### src/rtl/tq_butterfly4_pipe.sv
// 4-point HEVC core-transform butterfly (forward/inverse DCT, coefficients 64/83/36), optional round-and-shift output.
// Latency: 3 cycles i_valid -> o_valid when un-stalled; throughput 1 beat/cycle.
// Backpressure: i_stall freezes every stage (data, valid, mode); beats presented while stalled are dropped.
//
// Ports:
//   clk, rst_n             clock, asynchronous active-low reset (clears every stage and the outputs)
//   i_valid, i_inverse     input beat valid, and its mode (0 = forward, 1 = inverse)
//   i_stall                hold the whole pipeline
//   i_d0..i_d3             signed IN_W samples (x0..x3 forward, y0..y3 inverse)
//   o_valid, o_inverse     output beat valid, and its mode
//   o_d0..o_d3             signed OUT_W results
module tq_butterfly4_pipe #(
    parameter int IN_W  = 16,
    parameter int SHIFT = 0,
    parameter int OUT_W = IN_W + 9 - SHIFT
) (
    input  logic                    clk,
    input  logic                    rst_n,
    input  logic                    i_valid,
    input  logic                    i_stall,
    input  logic                    i_inverse,
    input  logic signed [IN_W-1:0]  i_d0,
    input  logic signed [IN_W-1:0]  i_d1,
    input  logic signed [IN_W-1:0]  i_d2,
    input  logic signed [IN_W-1:0]  i_d3,
    output logic                    o_valid,
    output logic                    o_inverse,
    output logic signed [OUT_W-1:0] o_d0,
    output logic signed [OUT_W-1:0] o_d1,
    output logic signed [OUT_W-1:0] o_d2,
    output logic signed [OUT_W-1:0] o_d3
);

    localparam int S1_W   = IN_W + 1;
    localparam int W2     = IN_W + 9;
    localparam int RND_SH = (SHIFT > 0) ? SHIFT - 1 : 0;
    localparam logic signed [W2-1:0] RND = (SHIFT > 0) ? (W2'(1) <<< RND_SH) : '0;

    // Constant products as shift-add trees; operands are already W2 wide.
    function automatic logic signed [W2-1:0] mul64(input logic signed [W2-1:0] a);
        return a <<< 6;
    endfunction

    function automatic logic signed [W2-1:0] mul36(input logic signed [W2-1:0] a);
        return ((a <<< 3) + a) <<< 2;
    endfunction

    function automatic logic signed [W2-1:0] mul83(input logic signed [W2-1:0] a);
        return (a <<< 6) + a + (((a <<< 3) + a) <<< 1);
    endfunction

    function automatic logic signed [W2-1:0] ext2(input logic signed [S1_W-1:0] a);
        return W2'(a);
    endfunction

    // Round half up, then floor shift; the top bits are sign copies so truncation is lossless.
    function automatic logic signed [OUT_W-1:0] norm(input logic signed [W2-1:0] r);
        logic signed [W2-1:0] t;
        t = (r + RND) >>> SHIFT;
        return OUT_W'(t);
    endfunction

    // Stage 1: butterfly add (forward) or reorder into sum/odd paths (inverse).
    // Slot order: [0],[1] feed the 64 path, [2],[3] feed the 83/36 path.
    logic signed [S1_W-1:0] x0, x1, x2, x3;
    logic signed [S1_W-1:0] s1_d [4];
    logic signed [S1_W-1:0] s1_q [4];
    logic                   s1_vld_q, s1_inv_q;

    always_comb begin
        x0 = S1_W'(i_d0);
        x1 = S1_W'(i_d1);
        x2 = S1_W'(i_d2);
        x3 = S1_W'(i_d3);
        if (!i_inverse) begin
            s1_d[0] = x0 + x3;
            s1_d[1] = x1 + x2;
            s1_d[2] = x0 - x3;
            s1_d[3] = x1 - x2;
        end else begin
            s1_d[0] = x0;
            s1_d[1] = x2;
            s1_d[2] = x1;
            s1_d[3] = x3;
        end
    end

    // Stage 2: the six products are the same for both modes thanks to the slot ordering.
    logic signed [W2-1:0] s2_d [6];
    logic signed [W2-1:0] s2_q [6];
    logic                 s2_vld_q, s2_inv_q;

    always_comb begin
        s2_d[0] = mul64(ext2(s1_q[0]) + ext2(s1_q[1]));
        s2_d[1] = mul64(ext2(s1_q[0]) - ext2(s1_q[1]));
        s2_d[2] = mul83(ext2(s1_q[2]));
        s2_d[3] = mul36(ext2(s1_q[3]));
        s2_d[4] = mul36(ext2(s1_q[2]));
        s2_d[5] = mul83(ext2(s1_q[3]));
    end

    // Stage 3: combine; inverse adds the even and odd halves, forward passes them.
    logic signed [W2-1:0]    p_sum, q_sum;
    logic signed [W2-1:0]    r [4];
    logic signed [OUT_W-1:0] out_d [4];
    logic signed [OUT_W-1:0] out_q [4];
    logic                    out_vld_q, out_inv_q;

    always_comb begin
        p_sum = s2_q[2] + s2_q[3];
        q_sum = s2_q[4] - s2_q[5];
        if (!s2_inv_q) begin
            r[0] = s2_q[0];
            r[1] = p_sum;
            r[2] = s2_q[1];
            r[3] = q_sum;
        end else begin
            r[0] = s2_q[0] + p_sum;
            r[1] = s2_q[1] + q_sum;
            r[2] = s2_q[1] - q_sum;
            r[3] = s2_q[0] - p_sum;
        end
        for (int k = 0; k < 4; k++) begin
            out_d[k] = norm(r[k]);
        end
    end

    always_ff @(posedge clk or negedge rst_n) begin
        if (!rst_n) begin
            s1_vld_q  <= 1'b0;
            s1_inv_q  <= 1'b0;
            s2_vld_q  <= 1'b0;
            s2_inv_q  <= 1'b0;
            out_vld_q <= 1'b0;
            out_inv_q <= 1'b0;
            for (int k = 0; k < 4; k++) begin
                s1_q[k]  <= '0;
                out_q[k] <= '0;
            end
            for (int k = 0; k < 6; k++) begin
                s2_q[k] <= '0;
            end
        end else if (!i_stall) begin
            s1_vld_q  <= i_valid;
            s1_inv_q  <= i_inverse;
            s2_vld_q  <= s1_vld_q;
            s2_inv_q  <= s1_inv_q;
            out_vld_q <= s2_vld_q;
            out_inv_q <= s2_inv_q;
            for (int k = 0; k < 4; k++) begin
                s1_q[k]  <= s1_d[k];
                out_q[k] <= out_d[k];
            end
            for (int k = 0; k < 6; k++) begin
                s2_q[k] <= s2_d[k];
            end
        end
    end

    assign o_valid   = out_vld_q;
    assign o_inverse = out_inv_q;
    assign o_d0      = out_q[0];
    assign o_d1      = out_q[1];
    assign o_d2      = out_q[2];
    assign o_d3      = out_q[3];

endmodule

### config.mk
export PLATFORM = sky130hd
export DESIGN_NAME = tq_butterfly4_pipe
export DESIGN_NICKNAME = d
export VERILOG_FILES = /design/src/rtl/tq_butterfly4_pipe.sv
export SDC_FILE = /design/constraint.sdc
export NUM_CORES = 1
export LEC_CHECK = 0
export BUFFER_PORTS_ARGS = -buffer_cell sky130_fd_sc_hd__buf_2
export CORE_MARGIN = 2
export CORE_UTILIZATION = 42
export DETAILED_ROUTE_END_ITERATION = 8
export HOLD_SLACK_MARGIN = 0.05
export PLACE_DENSITY = 0.63
export SKIP_LAST_GASP = 1
export SYNTH_ARGS = -nofsm -noshare
export SYNTH_HDL_FRONTEND = slang
export SYNTH_SLANG_ARGS = --single-unit
### constraint.sdc
create_clock -name clk -period 4.9 [get_ports clk]
set_clock_uncertainty 0.05 [all_clocks]
set_input_delay 0.245 -clock clk [delete_from_list [all_inputs] [get_ports clk]]
set_output_delay 0.245 -clock clk [all_outputs]
set_load 0.05 [all_outputs]
==> results of run 1 <==
## through the flow
stage          std cells  util (%)  worst slack (ns)  cell area [sq um]  TNS, ns
2_1_floorplan       3056         -            0.0269              25700        0
3_3_place_gp        4032      46.8            -0.110              28300   -0.356
3_5_place_dp        4032      46.8            -0.185              28300   -0.933
4_1_cts             4152      50.0           -0.0429              30200   -0.132
5_1_grt             4172      51.2            -0.140              30900   -0.833
6_report            4172      51.2             0.201              30900        0
## synthesized netlist by cell type (6+ instances only)
library cell,count
mux2i_1,42
xnor2_1,154
dfrtp_1,297
o21bai_1,46
nor2_1,171
a221o_1,6
and2_1,12
a21oi_1,238
a221oi_1,8
nor3b_1,14
a31oi_1,23
a211o_1,7
inv_1,254
nor4b_1,7
or3_1,15
nor3_1,69
o2111ai_1,9
xor2_1,58
o311ai_0,10
or2_2,11
buf_1,19
o31ai_1,34
o41ai_1,7
nand2_1,371
o21ai_0,281
clkbuf_1,106
o211ai_1,21
fa_1,43
nor2b_1,34
a21o_1,52
mux2_2,37
o21ai_1,13
a211oi_1,32
ha_1,294
o21a_1,26
nand3b_1,7
and3_1,29
nand2b_1,31
nand3_1,43
a21boi_0,14
a2111oi_0,6
## cells by family (layout without fill, tap and decap cells)
family          Yosys count  count (layout)  share of synthesized area (%)
xor+xnor                215             215                           7.44
mux                      79              79                           3.26
fa+ha+maj               337             337                           17.7
other cells               0               1                              0
buf+inv                 384             717                           5.63
compound gates          909             909                           22.2
simple gates            835             835                           14.9
flops                   297             297                           28.9
## registers in the layout, indices dropped and copies added (netlist names)
| register | count |
|---|---|
| s1_q | 68 |
| o_d0 | 25 |
| s1_inv_q | 1 |
| s2_inv_q | 1 |
| o_inverse | 1 |
| s2_q | 123 |
| s2_vld_q | 1 |
| o_d1 | 25 |
| o_valid | 1 |
| o_d2 | 25 |
| o_d3 | 25 |
| s1_vld_q | 1 |
## final cells by class
| class | instances | area [sq um] | share of cell area (%) |
|---|---|---|---|
| antenna | 1 | 2.50 | 0.00810 |
| clock inverter | 16 | 236 | 0.765 |
| timing repair buffer | 395 | 2730 | 8.84 |
| sequential | 297 | 7440 | 24.1 |
| clock buffer | 50 | 1060 | 3.45 |
| inverter | 256 | 962 | 3.11 |
| multi-input combinational | 2375 | 17500 | 56.6 |
| tap | 782 | 978 | 3.17 |
## metal layers
layer,wire length (microns),track usage (%),share of wire [%]
met5,0,0,0
met1,37700,35.4,48
met3,3870,2.76,4.9
met4,1660,5.66,2.1
met2,35200,39.2,45
## final timing paths
kind	startpoint	end	slack [ns]
min	i_d1[4]	s1_q[21]	0.06
max in group asynchronous	rst_n	s2_inv_q	3.39
min reg2reg	s2_q[42]	s2_q[42]	0.43
min in group asynchronous	rst_n	o_d2[7]	0.28
max reg2reg	s2_q[3]	o_d2[24]	0.20
max	s2_q[3]	o_d2[24]	0.20
## critical path, delay by kind of cell, from the launching register on
kind	cells	cell delay [ns]
AO/OA/AOI/OAI	12	2.56
adder cells (fa/ha/maj)	2	0.49
buffers and inverters	4	0.64
flip-flops	1	0.38
AND/OR/NAND/NOR	4	0.43
## what timing repair did
action / 4_1_cts / 5_1_grt
hold buffers: 45 / 0
endpoints found under the setup margin: 12 / 49
pin swaps: 39 / 74
endpoints found under the hold margin: 150 / 0
buffers inserted: 9 / 19
resized for setup: 30 / 115
==> out/summary.txt, run 1 <==
Status = finished, final reports clean
CP max stage delay = 0.38 ns
CTS Buf Count = 37
Final period util = 95.9%
Via count = 22782
Hold Vio Cnt, Final = 0
Setup-failing EPs final = 0
Port bufs = 170
Syn_area_per_cell = 8.41 sq um
Std-Cell Rows = 90
Max-Cap Viols = 0
Avg Vias per Cell = 5.46
Drt drc = 0
Chip Height = 251 microns
Placer Congestion = 0.945
Area delta synth->final = 20.3%
Ranking of synthesized cells by area = dfrtp_1 (29%), ha_1 (14%), o21ai_0 (5.5%)
Initial antenna violation count = 3
First DRT Iteration DRCs = 1564
Clock transition at path regs = 0.06 ns
Worst Reg-to-Reg Cells = 22
Slew @ Worst Pin = 1.01 ns
First-pass GRT wire length = 122000 microns
Final min period = 4.70 ns
Cell taking the most area after synthesis = dfrtp_1
Starting Density = 42.6%
Crit. End Element = flop
RSZ-0062 raised after global routing = yes
Layout net count = 3768
Dominant synthesized flop cell = dfrtp_1
GR Overflow Total = 0
Fin Hold WS = 0.0563 ns
Clock sinks = 297
Fill count = 5743
Antenna viol nets, final = 0
Cell mode on critical path = buf_4
Post-synth EDFFs = 0
Synth cell types = 93
Synthesized net count = 3462
Clock root buffer master = clkbuf_16
Most frequent cells in the layout = nand2_1 (369), dfrtp_1 (296), ha_1 (277), o21ai_0 (257), inv_1 (250)
Post-synth ARST share = 100%
Register bit total from synthesis = 297
CP Data Arrival Time = 5.08 ns
Worst hold path depth = 3
Gr usage total = 24.5%
Wirelength per Cell = 18.8 microns
Hpwl dp = 60900 microns
Die area = 0.0632 sq mm
Critical path class = flop to flop
Via count of the first global-routing pass = 21759
Post-synth top area share = 28.9%
Skew-Pair Late Insertion Delay = 0.57 ns
Die Wd = 251 microns
Worst-path cell with the longest stage delay = dfrtp_1
Hold Path Class = primary input to flop
Worst Setup Start Kind = flop
IO Pins = 171
CTS tree = built
Bufs on Longest Clock Path = 3
Pre-Repair DR Iteration Count = 7
Slew Limit Headroom = 31.7%
Synth Instances = 3056
Data required, critical path = 5.28 ns
Largest net degree at the start of global routing = 162
Synth warn = 0
Mapped Area = 0.0257 sq mm
Most common cell after layout, fill and taps aside = nand2_1
Crit-path cells = inv_1 > ha_4 > a21o_1 > o2111ai_2 > nand2_1 > buf_4 > a22oi_1 > buf_4 > ha_1 > buf_4 > nor2b_1 > o21bai_1 > nand2_2 > a211oi_2 > o2111a_1 > a41oi_2 > a31oi_2 > a211oi_4 > o31a_1 > a222oi_1 > o21bai_2 > nand3_1
Slew Limit Fails = 0
Final WL = 78400 microns
H-tree depth = 2
Seq/Total Area, Yosys = 28.9%
Core area = 0.0604 sq mm
Maximum clock rate = 0.213 GHz
Ratio of cells with drive above 1 in the final layout = 17.8%
CP max FO = 4
Power of run 1 is left out: the tool's default activity adds up to more than one toggle a clock period on the data nets, which glitch-free logic cannot reach.
==> run 2, diff against run 1 <==
Settings changed: GPL_ROUTABILITY_DRIVEN set to 0, PLACE_DENSITY 0.63 to not set.
Clock period 4.9 ns to 4.44 ns, I/O delays scaled along.
==> out/summary.txt, run 2 (same netlist as run 1, synthesis figures left out) <==
Port bufs = 170
Drt drc = 0
CP Data Arrival Time = 5.12 ns
Maximum clock rate = 0.210 GHz
N_diodes = 0
Crit. End Element = flop
Core area = 0.0604 sq mm
Worst Hold Endpoint = s2_q[135]
Clock root buffer master = clkbuf_16
Die area = 0.0632 sq mm
Pre-Repair DR Iteration Count = 6
Status = complete, but fails checks
Hold Path Class = primary input to flop
Worst Setup Start Kind = flop
Starting Density = 42.6%
Most frequent cells in the layout = buf_4 (415), nand2_1 (364), dfrtp_1 (296), ha_1 (259), inv_1 (244)
Die Wd = 251 microns
Clock sinks = 297
Biggest regs = s2_q x123, s1_q x68
Setup-failing EPs final = 23
Hold path start = i_stall
First DRT Iteration DRCs = 1494
Slew Limit Headroom = 33.9%
Critical path class = flop to flop
Worst hold path depth = 3
Max-Cap Viols = 0
Top delay family on crit path = compound AO/OA/AOI/OAI gates
Reg-to-reg slack, setup = -0.32 ns
GR Overflow Total = 0
Via count = 24536
Cell mode on critical path = o21ai_2
Gr usage total = 26.4%
First-pass GRT wire length = 132000 microns
Largest net degree at the start of global routing = 217
Slew Limit Fails = 0
Area delta synth->final = 31.1%
Worst Reg-to-Reg Cells = 26
Antenna viol nets, final = 0
FF+latch area = 0.00744 sq mm
Chip Height = 251 microns
Most common cell after layout, fill and taps aside = buf_4
Placement Setup Slack = -0.686 ns
PnR worst setup slack = -0.325 ns
Via count of the first global-routing pass = 24007
Avg Vias per Cell = 5.54
Worst path bufs/invs = 2
Area of the multi-input gates = 0.0183 sq mm
CP max stage delay = 0.56 ns
H-tree depth = 2
CP max FO = 3
Final WL = 86300 microns
Worst-path cell with the longest stage delay = fa_1
CTS Buf Count = 37
Slew @ Worst Pin = 0.992 ns
Data required, critical path = 4.80 ns
IO Pins = 171
Clock transition at path regs = 0.06 ns
Violated checks = setup timing
Initial antenna violation count = 2
Skew-Pair Late Insertion Delay = 0.57 ns
RSZ-0062 raised after global routing = yes
Post-route cell area = 0.0337 sq mm
Bufs on Longest Clock Path = 3
Largest register FFs = 123
Area after DPL = 0.0298 sq mm
Hold Vio Cnt, Final = 0
Std-Cell Rows = 90
Wirelength per Cell = 19.5 microns
Layout net count = 4026
Largest Register = s2_q
Final min period = 4.76 ns
Hpwl dp = 65600 microns
Reg-to-reg critical path startpoint = s1_q[20]
Fill count = 5309
Final period util = 107%
CTS tree = built
FF-to-FF End = s2_q[97]
Ratio of cells with drive above 1 in the final layout = 26.4%
-- run 2: cell count changes in the layout (fill, tap and decap cells not counted), sizes merged --
cell | before | now
inv | 261 | 256
clkinvlp | 1 | 5
buf | 350 | 602
clkinv | 5 | 4
diode | 1 | 0
bufinv | 5 | 4
dlygate4sd3 | 45 | 51
-- run 2: area by class of cell --
class	count	area share [%]
multi-input cells	2375	54.5
clock inverters	13	0.539
inverters	256	2.86
repair buffers	653	14.1
well taps	782	2.91
flip-flops and latches	297	22.1
clock buffers	50	3.11
-- run 2: routing by layer --
layer  up-vias  wire, microns  GRT usage (%)
met5         -              9              0
li1      11820              -              -
met3       150           4380           3.40
met1     11895          39000           35.5
met2       669          40000           43.5
met4         2           2950           9.76
-- run 2: worst max path at each step --
stage	startpoint	end	slack (ns)	cells past startpoint
finish	s1_q[20]	s2_q[97]	-0.32	26
global route	s1_q[0]	s2_q[22]	-0.60	27
CTS	s1_q[20]	s2_q[96]	-0.41	25
detailed placement	s2_q[77]	o_d0[23]	-0.69	19
global placement	s2_q[77]	o_d0[23]	-0.57	19
floorplan	s1_q[3]	s2_q[23]	-0.32	25
-- run 2: per-stage QoR --
stage / util, % / cells / hold WS (ns) / setup TNS (ns)
after detailed placement: 49.4 / 4224 / 0.190 / -13.75
after floorplan: - / 3056 / -0.124 / -2.36
after global routing: 55.8 / 4426 / 0.0733 / -10.95
final: 55.8 / 4426 / 0.0491 / -4.74
after CTS: 53.6 / 4387 / 0.0595 / -4.31
after global placement: 49.4 / 4224 / 0.192 / -9.10
-- run 2: timing repair --
action | 4_1_cts | 5_1_grt
hold endpoints to repair | 120 | 0
resized for setup | 96 | 207
buffers inserted | 51 | 41
setup endpoints to repair | 44 | 55
pin swaps | 87 | 159
hold buffers | 51 | 0
cloned | 0 | 0
-- run 2: worst register-to-register path, delay by kind of cell (launching register included) --
family / cells / cell delay (ns)
AO/OA/AOI/OAI: 14 / 2.02
XOR/XNOR: 2 / 0.28
adder cells (fa/ha/maj): 4 / 1.31
buffers and inverters: 2 / 0.18
flip-flops: 1 / 0.37
AND/OR/NAND/NOR: 4 / 0.42
Power of run 2 is left out for the same reason.
